==> src/rtl/arb_pkg.sv <==
// rtl/arb_pkg.sv - shared types, defaults and helpers for the round-robin arbiter
package arb_pkg;

  localparam int ARB_N   = 8;
  localparam int ARB_IDW = 3;

  typedef enum logic [0:0] {
    IDLE = 1'b0,
    BUSY = 1'b1
  } state_e;

  // One-hot vector from a binary index; callers truncate to their own width.
  function automatic logic [15:0] onehot16(input logic [3:0] idx);
    return 16'(1) << idx;
  endfunction

endpackage

==> src/rtl/rr_prio_enc.sv <==
// rtl/rr_prio_enc.sv - rotating priority encoder, first request after ptr wins
module rr_prio_enc #(
  parameter int N   = 8,
  parameter int IDW = 3
) (
  input  logic [N-1:0]   req,
  input  logic [IDW-1:0] ptr,
  output logic [IDW-1:0] pick,
  output logic           any_req
);

  localparam logic [IDW:0] NW = (IDW+1)'(N);

  logic [N-1:0]   mask;
  logic [2*N-1:0] dbl;
  logic [IDW:0]   first;

  // Lower half holds only requests above ptr, upper half the full vector, so
  // the lowest set bit of the doubled vector is the wrap-around winner.
  always_comb begin
    mask = '0;
    for (int i = 0; i < N; i++) begin
      mask[i] = (IDW'(i) > ptr);
    end
    dbl   = {req, req & mask};
    first = '0;
    for (int i = 2*N-1; i >= 0; i--) begin
      if (dbl[i]) first = (IDW+1)'(i);
    end
    pick    = IDW'((first >= NW) ? (first - NW) : first);
    any_req = |req;
  end

endmodule

==> src/rtl/rr_arbiter.sv <==
// rtl/rr_arbiter.sv - round-robin arbiter with hold-time limit and registered outputs
module rr_arbiter
  import arb_pkg::*;
#(
  parameter int N        = ARB_N,
  parameter int IDW      = ARB_IDW,
  parameter int MAX_HOLD = 16
) (
  input  logic           clk,
  input  logic           rst,
  input  logic [N-1:0]   req,
  input  logic           release_i,
  output logic [N-1:0]   grant,
  output logic [IDW-1:0] grant_id,
  output logic           grant_valid,
  output logic           timeout_o
);

  // A zero limit still needs a legal one-bit counter; it simply saturates.
  localparam int            CW  = (MAX_HOLD > 0) ? $clog2(MAX_HOLD + 1) : 1;
  localparam logic [CW-1:0] LIM = CW'((MAX_HOLD > 0) ? (MAX_HOLD - 1) : 0);

  state_e         state_q, state_d;
  logic [IDW-1:0] ptr_q, ptr_d;
  logic [CW-1:0]  cnt_q, cnt_d;
  logic [N-1:0]   grant_q, grant_d;
  logic [IDW-1:0] id_q, id_d;
  logic           timeout_q, timeout_d;

  logic [IDW-1:0] pick;
  logic           any_req;
  logic           holder_req;
  logic           hold_hit;
  logic           end_grant;

  rr_prio_enc #(.N(N), .IDW(IDW)) u_enc (
    .req     (req),
    .ptr     (ptr_q),
    .pick    (pick),
    .any_req (any_req)
  );

  assign holder_req = req[id_q];
  assign hold_hit   = (MAX_HOLD != 0) && (cnt_q == LIM);
  assign end_grant  = release_i || !holder_req || hold_hit;

  // Next-state logic: arbitrate in IDLE, watch for the end of the grant in BUSY.
  always_comb begin
    state_d   = state_q;
    ptr_d     = ptr_q;
    cnt_d     = cnt_q;
    grant_d   = grant_q;
    id_d      = id_q;
    timeout_d = 1'b0;
    case (state_q)
      IDLE: begin
        if (any_req) begin
          state_d = BUSY;
          grant_d = N'(onehot16(4'(pick)));
          id_d    = pick;
          ptr_d   = pick;
          cnt_d   = '0;
        end
      end
      BUSY: begin
        if (end_grant) begin
          state_d   = IDLE;
          grant_d   = '0;
          cnt_d     = '0;
          // A release or request drop on the limit cycle counts as a normal end.
          timeout_d = hold_hit && !release_i && holder_req;
        end else if (cnt_q != '1) begin
          cnt_d = cnt_q + CW'(1);
        end
      end
      default: begin
        state_d = IDLE;
        grant_d = '0;
      end
    endcase
  end

  // State and output registers; reset leaves requester 0 with top priority.
  always_ff @(posedge clk) begin
    if (rst) begin
      state_q   <= IDLE;
      ptr_q     <= IDW'(N - 1);
      cnt_q     <= '0;
      grant_q   <= '0;
      id_q      <= '0;
      timeout_q <= 1'b0;
    end else begin
      state_q   <= state_d;
      ptr_q     <= ptr_d;
      cnt_q     <= cnt_d;
      grant_q   <= grant_d;
      id_q      <= id_d;
      timeout_q <= timeout_d;
    end
  end

  assign grant       = grant_q;
  assign grant_id    = id_q;
  assign grant_valid = (state_q == BUSY);
  assign timeout_o   = timeout_q;

endmodule

==> config.mk <==
export PLATFORM = sky130hd
export DESIGN_NAME = rr_arbiter
export DESIGN_NICKNAME = d
export VERILOG_FILES = /design/src/rtl/arb_pkg.sv /design/src/rtl/rr_prio_enc.sv /design/src/rtl/rr_arbiter.sv
export SDC_FILE = /design/constraint.sdc
export NUM_CORES = 1
export LEC_CHECK = 0
export ABC_CLOCK_PERIOD_IN_PS = 4600
export CAP_MARGIN = 15
export CORE_MARGIN = 2
export CORE_UTILIZATION = 57
export CTS_BUF_LIST = sky130_fd_sc_hd__clkbuf_4
export CTS_CLUSTER_DIAMETER = 100
export DETAILED_ROUTE_END_ITERATION = 7
export MAX_ROUTING_LAYER = met4
export PLACE_DENSITY = 0.86
export SLEW_MARGIN = 25
export SYNTH_ARGS = -nofsm -noshare
export SYNTH_HDL_FRONTEND = slang
export SYNTH_SLANG_ARGS = --single-unit
==> constraint.sdc <==
create_clock -name clk -period 4.6 [get_ports clk]
set_input_delay 0.69 -clock clk [delete_from_list [all_inputs] [get_ports clk]]
set_output_delay 0.69 -clock clk [all_outputs]
set_load 0.005 [all_outputs]
==> flow_summary.yaml, run 1 <==
clock_network:
  path_clk_slew_ns: 0.11
  cts-buffers-inserted: 3
  hold_buffers: 0
  cts_resized: 0
  post-cts-setup-buffer-count: 0
  cts_sinks: 21
  cts_max_level: 1
  cts_tree: "yes"
  clk_path_buf_depth: 2
  cts-root-buf: "clkbuf_4"
  clock_latency_ns: 0.30
power:
  p_sw_w: 0.000149
  cellLeakagePower_nw: 0.531
  switching_share_pct: 32.6
  pwr_density_cell_nw_per_um2: 307
  internal_power_w: 0.000307
  p_comb_share_pct: 31.0
  p_seq_share_pct: 48.4
  ir_worst_vdd_uv: 215
  p_clk_share_pct: 20.6
global_routing:
  grt_overflow: 0
  grt_pass1_vias: 1078
  grt_pass1_wl_um: 4820
  grt_usage_pct: 25.6
  grt_max_degree: 17
  antenna_found_initial: 0
logic_synthesis:
  ys_ff_latch: 21
  async_flop_share_pct: 0
  synth_edf_count: 0
  yosysWarnings: 0
  syn_avg_cell_area_sq_um: 8.55
  synth_cells: 143
  ys_seq_area_share_pct: 34.4
  syn-num-nets: 157
  synth_cell_types: 45
  synth_flop_cell: "dfxtp_1"
  syn_area_sq_um: 1220
sta:
  slew_headroom_pct: 60.5
  fmax_mhz: 395
  setup_viol: 0
  hold_violations: 0
  rsz0062_at_grt: "false"
  hold_ws_ns: 0.475
  fin_worst_skew_ns: 0.00539
  fin_ws_ns: 2.07
  fin_crit_ns: 2.53
  setup_tns_ns: 0
  post-route-period-util_pct: 55.1
  final-max-slew-violation-count: 0
  tightest_slew_ns: 0.591
setup_path:
  r2r_start: "grant_id[1]"
  worstPathCellList: "clkdlybuf4s50_1 -> nor4_4 -> o41ai_1 -> a311oi_1 -> nor3b_2 -> nand2_1 -> o21ai_0"
  cp_max_fo: 7
  worstSetupStartpoint: "req[3]"
  arrival_ns: 2.77
  slowest_delay_ns: 0.56
  path_delay_family: "simple AND/OR/NAND/NOR gates"
  cp_num_buf_inv: 1
  crit_required_ns: 4.84
  setup.worst_path.end_class: "flip-flop"
  start_kind: "input pin"
  crit_slowest_cell: "clkdlybuf4s50_1"
  criticalPathCategory: "input pin to flip-flop"
drt:
  drc: 0
  vias: 1164
  drtIter0Drc: 59
  wl_per_cell_um: 14.8
  routed_wl_um: 2830
  viasPerCell: 6.09
  antenna_left: 0
  first_pass_iters: 4
die:
  placementRows: 16
  dieWidth_um: 50.3
  io_pins: 24
  start_util_pct: 61.1
  core_sq_um: 2000
  die_height_um: 50.3
  dieArea_sq_um: 2530
place:
  dp_slack_ns: 1.79
  dp_hpwl_um: 2150
  port_buffers: 23
  gp_congestion: 0.847
  place_area_sq_um: 1460
cells_and_area:
  fillers: 166
  design_area_sq_um: 1490
  multiInputGateArea_sq_um: 752
  nets: 179
  drive_gt1_share_pct: 6.71
  seq_area_sq_um: 420
  diodes: 0
  syn_to_final_growth_pct: 21.5
status:
  status: "finished clean"
hold_path:
  hold_path.class: "flip-flop to flip-flop"
  worstHoldStart: "grant[6]"
run:
  drv_cap: 0
==> Yosys cell counts (2+ instances only) <==
master,count,share of area [%]
clkbuf_1,4,1.2
a22oi_1,2,1.2
ha_1,3,3.1
nand3_1,5,2.0
nand2_1,14,4.3
and3_1,2,1.0
nand3b_1,2,1.2
inv_1,5,1.5
a21oi_1,13,5.3
nor3_1,3,1.2
mux2i_1,5,4.1
a31oi_1,2,1.0
dfxtp_1,21,34
nand2b_1,6,3.1
a32o_1,6,4.9
o21ai_0,4,1.6
nor2b_1,3,1.5
o31ai_1,2,1.2
a211oi_1,2,1.2
nor2_1,13,4.0
and2_1,2,1.0
==> kinds of logic after synthesis <==
family / count (synthesis) / share of synthesized area, %
adder cells (fa/ha/maj): 3 / 3.07
flip-flops: 21 / 34.4
multiplexers: 5 / 4.09
AND/OR/NAND/NOR: 59 / 27.8
buffers and inverters: 11 / 4.09
AO/OA/AOI/OAI: 44 / 26.5
==> sequential cells by signal (all words and copies together), names as in the netlist <==
name / flops
grant_id: 3
timeout_o: 1
cnt_q: 5
ptr_q: 3
grant_valid: 1
grant: 8
==> stage by stage <==
| stage | util [%] | total power, W | cells |
|---|---|---|---|
| after floorplan | - | 0.000311 | 143 |
| after global placement | 72.7 | 0.000360 | 187 |
| after detailed placement | 72.7 | 0.000364 | 187 |
| after CTS | 74.2 | 0.000457 | 191 |
| after global routing | 74.2 | 0.000485 | 191 |
| final | 74.2 | 0.000456 | 191 |
==> area by class of cell <==
cell class | count | area share, %
Tap cell | 27 | 2.27
Multi-Input combinational cell | 111 | 50.6
Clock buffer | 4 | 2.02
Sequential cell | 21 | 28.3
Timing Repair Buffer | 23 | 15.5
Inverter | 5 | 1.26
==> power groups by stage <==
stage                     clock network [W]  registers, W  logic (W)
after floorplan                           0      0.000214  0.0000967
after global placement                    0      0.000224   0.000136
after detailed placement                  0      0.000224   0.000140
after CTS                         0.0000958      0.000220   0.000141
after global routing               0.000105      0.000224   0.000156
final                             0.0000939      0.000220   0.000141
==> routing by layer <==
layer  up-vias  track usage (%)  share of wire [%]
met1       534             31.2                 45
li1        579                -                  -
met3         2             4.76                4.8
met2        49             43.6                 49
met5         -                -                  0
met4         0             6.76               0.42
==> cells in the final DEF, fill, tap and decap left out, drive strengths merged, types with 4 or more instances in the layout <==
cell / instances
a21oi: 14
nand3: 5
nor2: 13
a32o: 6
mux2i: 5
clkbuf: 4
inv: 5
nand2b: 6
nand2: 14
o21ai: 5
clkdlybuf4s50: 23
dfxtp: 21
==> path summary, 6_finish.rpt <==
| path | to | slack, ns | cells past startpoint |
|---|---|---|---|
| setup / recovery | grant[5] | 2.07 | 7 |
| hold / removal | grant[6] | 0.47 | 1 |
| setup reg to reg | cnt_q[3] | 2.64 | 6 |
| hold reg to reg | grant[6] | 0.47 | 1 |
==> worst reg2reg max path: stages, from the launching register on <==
cell and delay (ns):
dfxtp_1 0.50, mux2i_1 0.19, a221oi_4 0.35, nand4b_4 0.19, o21ai_1 0.33, o21ai_0 0.16
a21boi_0 0.18
(Power assumes the default switching activity.)
==> inputs of run 2 (changes only) <==
--- a/config.mk
+++ b/config.mk
@@ -5,15 +5,15 @@
 export SDC_FILE = /design/constraint.sdc
 export NUM_CORES = 1
 export LEC_CHECK = 0
-export ABC_CLOCK_PERIOD_IN_PS = 4600
+export ABC_CLOCK_PERIOD_IN_PS = 2600
 export CAP_MARGIN = 15
 export CORE_MARGIN = 2
-export CORE_UTILIZATION = 57
+export CORE_UTILIZATION = 53
 export CTS_BUF_LIST = sky130_fd_sc_hd__clkbuf_4
 export CTS_CLUSTER_DIAMETER = 100
 export DETAILED_ROUTE_END_ITERATION = 7
 export MAX_ROUTING_LAYER = met4
-export PLACE_DENSITY = 0.86
+export PLACE_DENSITY = 0.81
 export SLEW_MARGIN = 25
 export SYNTH_ARGS = -nofsm -noshare
 export SYNTH_HDL_FRONTEND = slang
==> constraint.sdc (replaced) <==
create_clock -name clk -period 2.6 [get_ports clk]
set_input_delay 0.39 -clock clk [delete_from_list [all_inputs] [get_ports clk]]
set_output_delay 0.39 -clock clk [all_outputs]
set_load 0.005 [all_outputs]
==> run 2 against run 1 <==
  * Clock skew is 0.00096 ns higher
  * Non-clock buffer count is 3 higher
  * Critical path type unchanged
  * Sequential share of layout area is 0.40 points lower
  * Power is 74% higher
  * Global-route usage is 3.3 points lower
  * First-iteration DRC count is 41% lower
  * Clock power is 59% higher
==> flow_summary.yaml, run 2 (synthesis gave the netlist of run 1 again) <==
setup_path:
  start_kind: "input pin"
  r2r_end: "cnt_q[2]"
  r2r_start: "grant_id[1]"
  arrival_ns: 2.46
  crit_required_ns: 2.83
  setup.worst_path.end_class: "flip-flop"
  cp_max_fo: 7
  r2r_slack_ns: 0.68
  criticalPathCategory: "input pin to flip-flop"
  reg2reg_depth: 5
cells_and_area:
  largest_reg_flops: 8
  diodes: 0
  drive_gt1_share_pct: 8.38
  fillers: 181
  layout_common_cells: "23 x clkdlybuf4s50_1, 21 x dfxtp_1, 14 x nand2_1"
  nets: 182
  syn_to_final_growth_pct: 23.2
  mostFrequentLayoutCell: "clkdlybuf4s50_1"
global_routing:
  antenna_found_initial: 0
  grt_usage_pct: 22.3
  grt_overflow: 0
  grt_max_degree: 13
  grt_pass1_wl_um: 4480
  grt_pass1_vias: 1046
sta:
  fmax_mhz: 448
  slew_headroom_pct: 69.3
  fin_worst_skew_ns: 0.00636
  hold_violations: 0
  hold_ws_ns: 0.479
  setup_tns_ns: 0
  post-route-period-util_pct: 85.8
  setup_viol: 0
  fin_crit_ns: 2.23
  final-max-slew-violation-count: 0
  fin_ws_ns: 0.370
  tightest_slew_ns: 0.458
  rsz0062_at_grt: "false"
power:
  p_clk_share_pct: 18.8
  cellLeakagePower_nw: 0.544
  switching_share_pct: 32.6
  ir_worst_vdd_uv: 298
  internal_power_w: 0.000534
  pwr_density_cell_nw_per_um2: 526
  p_sw_w: 0.000259
  p_comb_share_pct: 31.9
  p_seq_share_pct: 49.3
run:
  drv_cap: 0
clock_network:
  hold_buffers: 0
  cts_max_level: 1
  cts-root-buf: "clkbuf_4"
  cts_tree: "yes"
  post-cts-setup-buffer-count: 0
  path_clk_slew_ns: 0.11
  clk_path_buf_depth: 2
  cts_resized: 0
  cts_sinks: 21
  cts-buffers-inserted: 3
  clock_latency_ns: 0.29
die:
  core_sq_um: 2190
  placementRows: 17
  die_height_um: 52.0
  start_util_pct: 55.8
  dieArea_sq_um: 2710
  dieWidth_um: 52.0
  io_pins: 24
hold_path:
  hold_end: "grant[6]"
  hold_depth: 1
  worstHoldStart: "grant[6]"
  hold_path.class: "flip-flop to flip-flop"
drt:
  drtIter0Drc: 35
  drc: 0
  vias: 1140
  antenna_left: 0
  wl_per_cell_um: 14.3
  routed_wl_um: 2800
  viasPerCell: 5.85
  first_pass_iters: 4
place:
  dp_slack_ns: 0.0824
  gp_congestion: 0.876
  port_buffers: 23
  dp_hpwl_um: 2210
status:
  status: "finished clean"
==> run 2: power groups by stage <==
stage               clock network (W)  registers [W]  logic [W]
floorplan                           0       0.000379   0.000171
global placement                    0       0.000396   0.000246
detailed placement                  0       0.000398   0.000252
CTS                          0.000157       0.000390   0.000254
global route                 0.000173       0.000396   0.000275
finish                       0.000149       0.000391   0.000253
==> run 2: worst max path at each step <==
stage	start	end	slack, ns	depth (start not counted)
final	req[3]	grant[5]	0.37	7
after global routing	req[3]	grant[5]	0.19	7
after CTS	req[3]	grant[5]	0.38	7
after detailed placement	req[3]	grant[5]	0.08	7
after global placement	req[3]	grant[5]	0.08	7
after floorplan	cnt_q[0]	cnt_q[2]	0.86	6
==> run 2: metal layers <==
| layer | up-vias | GRT usage (%) | share of wire (%) |
|---|---|---|---|
| met5 | - | - | 0 |
| met4 | 0 | 7.46 | 0.61 |
| li1 | 583 | - | - |
| met2 | 19 | 36.5 | 50 |
| met3 | 2 | 2.59 | 3.2 |
| met1 | 536 | 28.6 | 46 |
==> run 2: stage by stage <==
step | instances | utilization, % | area [sq um] | total power (W)
after detailed placement | 191 | 67.5 | 1480 | 0.000650
after global routing | 195 | 68.8 | 1510 | 0.000844
after CTS | 195 | 68.8 | 1510 | 0.000801
after floorplan | 143 | - | 1220 | 0.000550
after global placement | 191 | 67.5 | 1480 | 0.000642
final | 195 | 68.8 | 1510 | 0.000792
==> run 2: cell type report <==
| cell class | instances | area (sq um) | share of cell area (%) |
|---|---|---|---|
| clock buffer | 3 | 22.5 | 1.50 |
| tap | 28 | 35.0 | 2.33 |
| inverter | 5 | 18.8 | 1.25 |
| clock inverter | 1 | 5.00 | 0.332 |
| multi-input combinational | 111 | 752 | 49.9 |
| sequential | 21 | 420 | 27.9 |
| timing repair buffer | 26 | 253 | 16.8 |
==> run 2: critical path: stages <==
cell	delay, ns
clkdlybuf4s50_1	0.56
nor4_4	0.36
o41ai_1	0.13
a311oi_1	0.40
nor3b_2	0.38
nand2_1	0.08
o21ai_0	0.16
==> inputs of run 3 (changes only) <==
--- a/config.mk
+++ b/config.mk
@@ -5,15 +5,16 @@
 export SDC_FILE = /design/constraint.sdc
 export NUM_CORES = 1
 export LEC_CHECK = 0
+export ABC_AREA = 1
 export ABC_CLOCK_PERIOD_IN_PS = 2600
 export CAP_MARGIN = 15
 export CORE_MARGIN = 2
-export CORE_UTILIZATION = 53
+export CORE_UTILIZATION = 52
 export CTS_BUF_LIST = sky130_fd_sc_hd__clkbuf_4
 export CTS_CLUSTER_DIAMETER = 100
 export DETAILED_ROUTE_END_ITERATION = 7
 export MAX_ROUTING_LAYER = met4
-export PLACE_DENSITY = 0.81
+export PLACE_DENSITY = 0.8
 export SLEW_MARGIN = 25
 export SYNTH_ARGS = -nofsm -noshare
 export SYNTH_HDL_FRONTEND = slang
==> run 3 against run 2 <==
  * Cell area down 3.0%
  * Setup slack better by 0.35 ns
  * Sequential power about the same
  * Largest cell class unchanged
  * Final cell count up 19%
  * Power about the same
  * Critical path type unchanged
  * Via count up 3.4%
  * Wire length down 5.9%
  * Global-route usage up 0.86 points
  * Flip-flop and latch count unchanged
  * Sequential share of layout area up 0.86 points
==> flow_summary.yaml, run 3 <==
sta:
  post-route-period-util_pct: 72.2
  fin_ws_ns: 0.723
  hold_violations: 0
  rsz0062_at_grt: "false"
  setup_tns_ns: 0
  setup_viol: 0
  slew_headroom_pct: 72.4
  final-max-slew-violation-count: 0
  tightest_slew_ns: 0.412
  hold_ws_ns: 0.459
  fmax_mhz: 533
  fin_crit_ns: 1.88
  fin_worst_skew_ns: 0.00411
setup_path:
  start_kind: "input pin"
  slowest_delay_ns: 0.50
  cp_num_buf_inv: 2
  r2r_slack_ns: 0.82
  crit_slowest_cell: "clkdlybuf4s50_1"
  reg2reg_depth: 11
  path_delay_family: "compound AO/OA/AOI/OAI gates"
  crit_required_ns: 2.85
  cp_max_fo: 10
  setup.worst_path.end_class: "flip-flop"
  r2r_start: "cnt_q[0]"
  criticalPathCategory: "input pin to flip-flop"
  r2r_end: "cnt_q[3]"
  worstPathCellList: "clkdlybuf4s50_1 -> inv_1 -> a21oi_2 -> o21ai_0 -> nand3_1 -> nand3b_1 -> nor2_2 -> nand2_2 -> a21oi_4 -> o21ai_2 -> a21oi_2"
  cp_common_cell: "a21oi_2"
  arrival_ns: 2.12
logic_synthesis:
  synth_edf_count: 0
  syn_avg_cell_area_sq_um: 6.56
  syn_area_sq_um: 1190
  synth_cells: 181
  synthTopCellsByArea: "dfxtp_1 35%, nand2_1 19%, inv_1 7.3%, nor2_1 4.4%, a21oi_1 4.2%"
  yosys-top-cells-count: "60 x nand2_1, 23 x inv_1, 21 x dfxtp_1"
  ys_seq_area_share_pct: 35.4
  synth_largest_area_cell: "dfxtp_1"
  syn-num-nets: 195
  synth_flop_cell: "dfxtp_1"
  async_flop_share_pct: 0
  yosysWarnings: 0
  ys_ff_latch: 21
  synth.most_common_cell: "nand2_1"
  synth_top_area_share_pct: 35.4
  synth_cell_types: 26
drt:
  drc: 0
  wl_per_cell_um: 11.3
  routed_wl_um: 2630
  drtIter0Drc: 33
  first_pass_iters: 4
  antenna_left: 0
  viasPerCell: 5.06
  vias: 1179
cells_and_area:
  syn_to_final_growth_pct: 23.1
  mostFrequentLayoutCell: "nand2_1"
  drive_gt1_share_pct: 11.2
  diodes: 0
  layout_common_cells: "60 x nand2_1, 23 x inv_1, 23 x clkdlybuf4s50_1"
  multiInputGateArea_sq_um: 644
  fillers: 214
  fin_util_pct: 66.7
  final_cell_count_no_fill: 233
  seq_area_sq_um: 420
  largest_reg_flops: 8
  nets: 220
hold_path:
  worstHoldStart: "grant[6]"
  hold_depth: 2
  hold_end: "grant[6]"
  hold_path.class: "flip-flop to flip-flop"
die:
  dieWidth_um: 51.8
  io_pins: 24
  start_util_pct: 54.2
  die_height_um: 51.8
  dieArea_sq_um: 2680
  core_sq_um: 2190
  placementRows: 17
status:
  status: "finished clean"
run:
  drv_cap: 0
global_routing:
  antenna_found_initial: 0
  grt_pass1_vias: 1071
  grt_usage_pct: 23.2
  grt_max_degree: 12
  grt_pass1_wl_um: 4570
  grt_overflow: 0
power:
  internal_power_w: 0.000529
  cellLeakagePower_nw: 0.646
  ir_worst_vdd_uv: 408
  p_clk_share_pct: 21.0
  p_comb_share_pct: 29.9
  p_sw_w: 0.000263
  switching_share_pct: 33.2
  p_seq_share_pct: 49.1
  pwr_density_cell_nw_per_um2: 542
place:
  port_buffers: 23
  placed_cells: 229
  dp_hpwl_um: 2140
  gp_congestion: 0.892
  dp_slack_ns: 0.394
clock_network:
  path_clk_slew_ns: 0.11
  cts_sinks: 21
  hold_buffers: 0
  clock_latency_ns: 0.30
  cts-buffers-inserted: 3
  cts_resized: 0
  cts_tree: "yes"
  clk_path_buf_depth: 2
  cts_max_level: 1
  post-cts-setup-buffer-count: 0
  cts-root-buf: "clkbuf_4"
## run 3: kinds of logic after synthesis
family,count (synthesis),synth area share (%)
and+or+nand+nor,98,35.4
DFF,21,35.4
adders and majority gates,3,3.16
buffers and inverters,30,10.3
AOI/OAI and AO/OA,29,15.7
## run 3: per-stage QoR
step	instance area [sq um]	total power (W)
6_report	1460	0.000793
5_1_grt	1460	0.000845
4_1_cts	1460	0.000797
3_5_place_dp	1430	0.000632
3_3_place_gp	1430	0.000625
2_1_floorplan	1190	0.000542
## run 3: how the worst max path moves through the flow
| stage | start | to | slack, ns | cells after the start |
|---|---|---|---|---|
| global route | req[7] | grant[3] | 0.56 | 9 |
| floorplan | cnt_q[0] | cnt_q[2] | 1.06 | 9 |
| detailed placement | req[5] | cnt_q[3] | 0.39 | 11 |
| global placement | req[5] | cnt_q[3] | 0.46 | 11 |
| CTS | req[5] | cnt_q[3] | 0.72 | 11 |
| finish | req[5] | cnt_q[3] | 0.72 | 11 |
## run 3: power by group through the flow
stage,Combinational [W],Sequential [W],Clock [W]
after floorplan,0.000159,0.000384,0
after global placement,0.000231,0.000394,0
after CTS,0.000236,0.000389,0.000172
after detailed placement,0.000236,0.000396,0
final,0.000237,0.000389,0.000167
after global routing,0.000268,0.000394,0.000183
## run 3: worst reg2reg max path: stages, from the launching register on
cell and delay, ns:
dfxtp_1 0.40, ha_1 0.19, nand2_1 0.09, nor2_1 0.17, ha_1 0.21, nor2_2 0.05, nand2_2 0.13, nand2_2 0.09
nand2_2 0.10, nand2_2 0.08, o21ai_2 0.13, a21oi_2 0.04
## run 3: final cells by class
cell class | count | share of cell area, %
flip-flops and latches | 21 | 28.8
well taps | 28 | 2.40
multi-input cells | 130 | 44.1
inverters | 27 | 6.93
repair buffers | 23 | 15.8
clock buffers | 4 | 2.05
## run 3: metal layers
metal	vias up	share of wire [%]	global-route usage (%)	wire length [um]
met5	-	0	-	0
met4	0	2.2	8.77	59
met3	9	3.2	5.17	85
met2	24	49	38.0	1300
met1	529	45	27.8	1180
li1	617	-	-	-
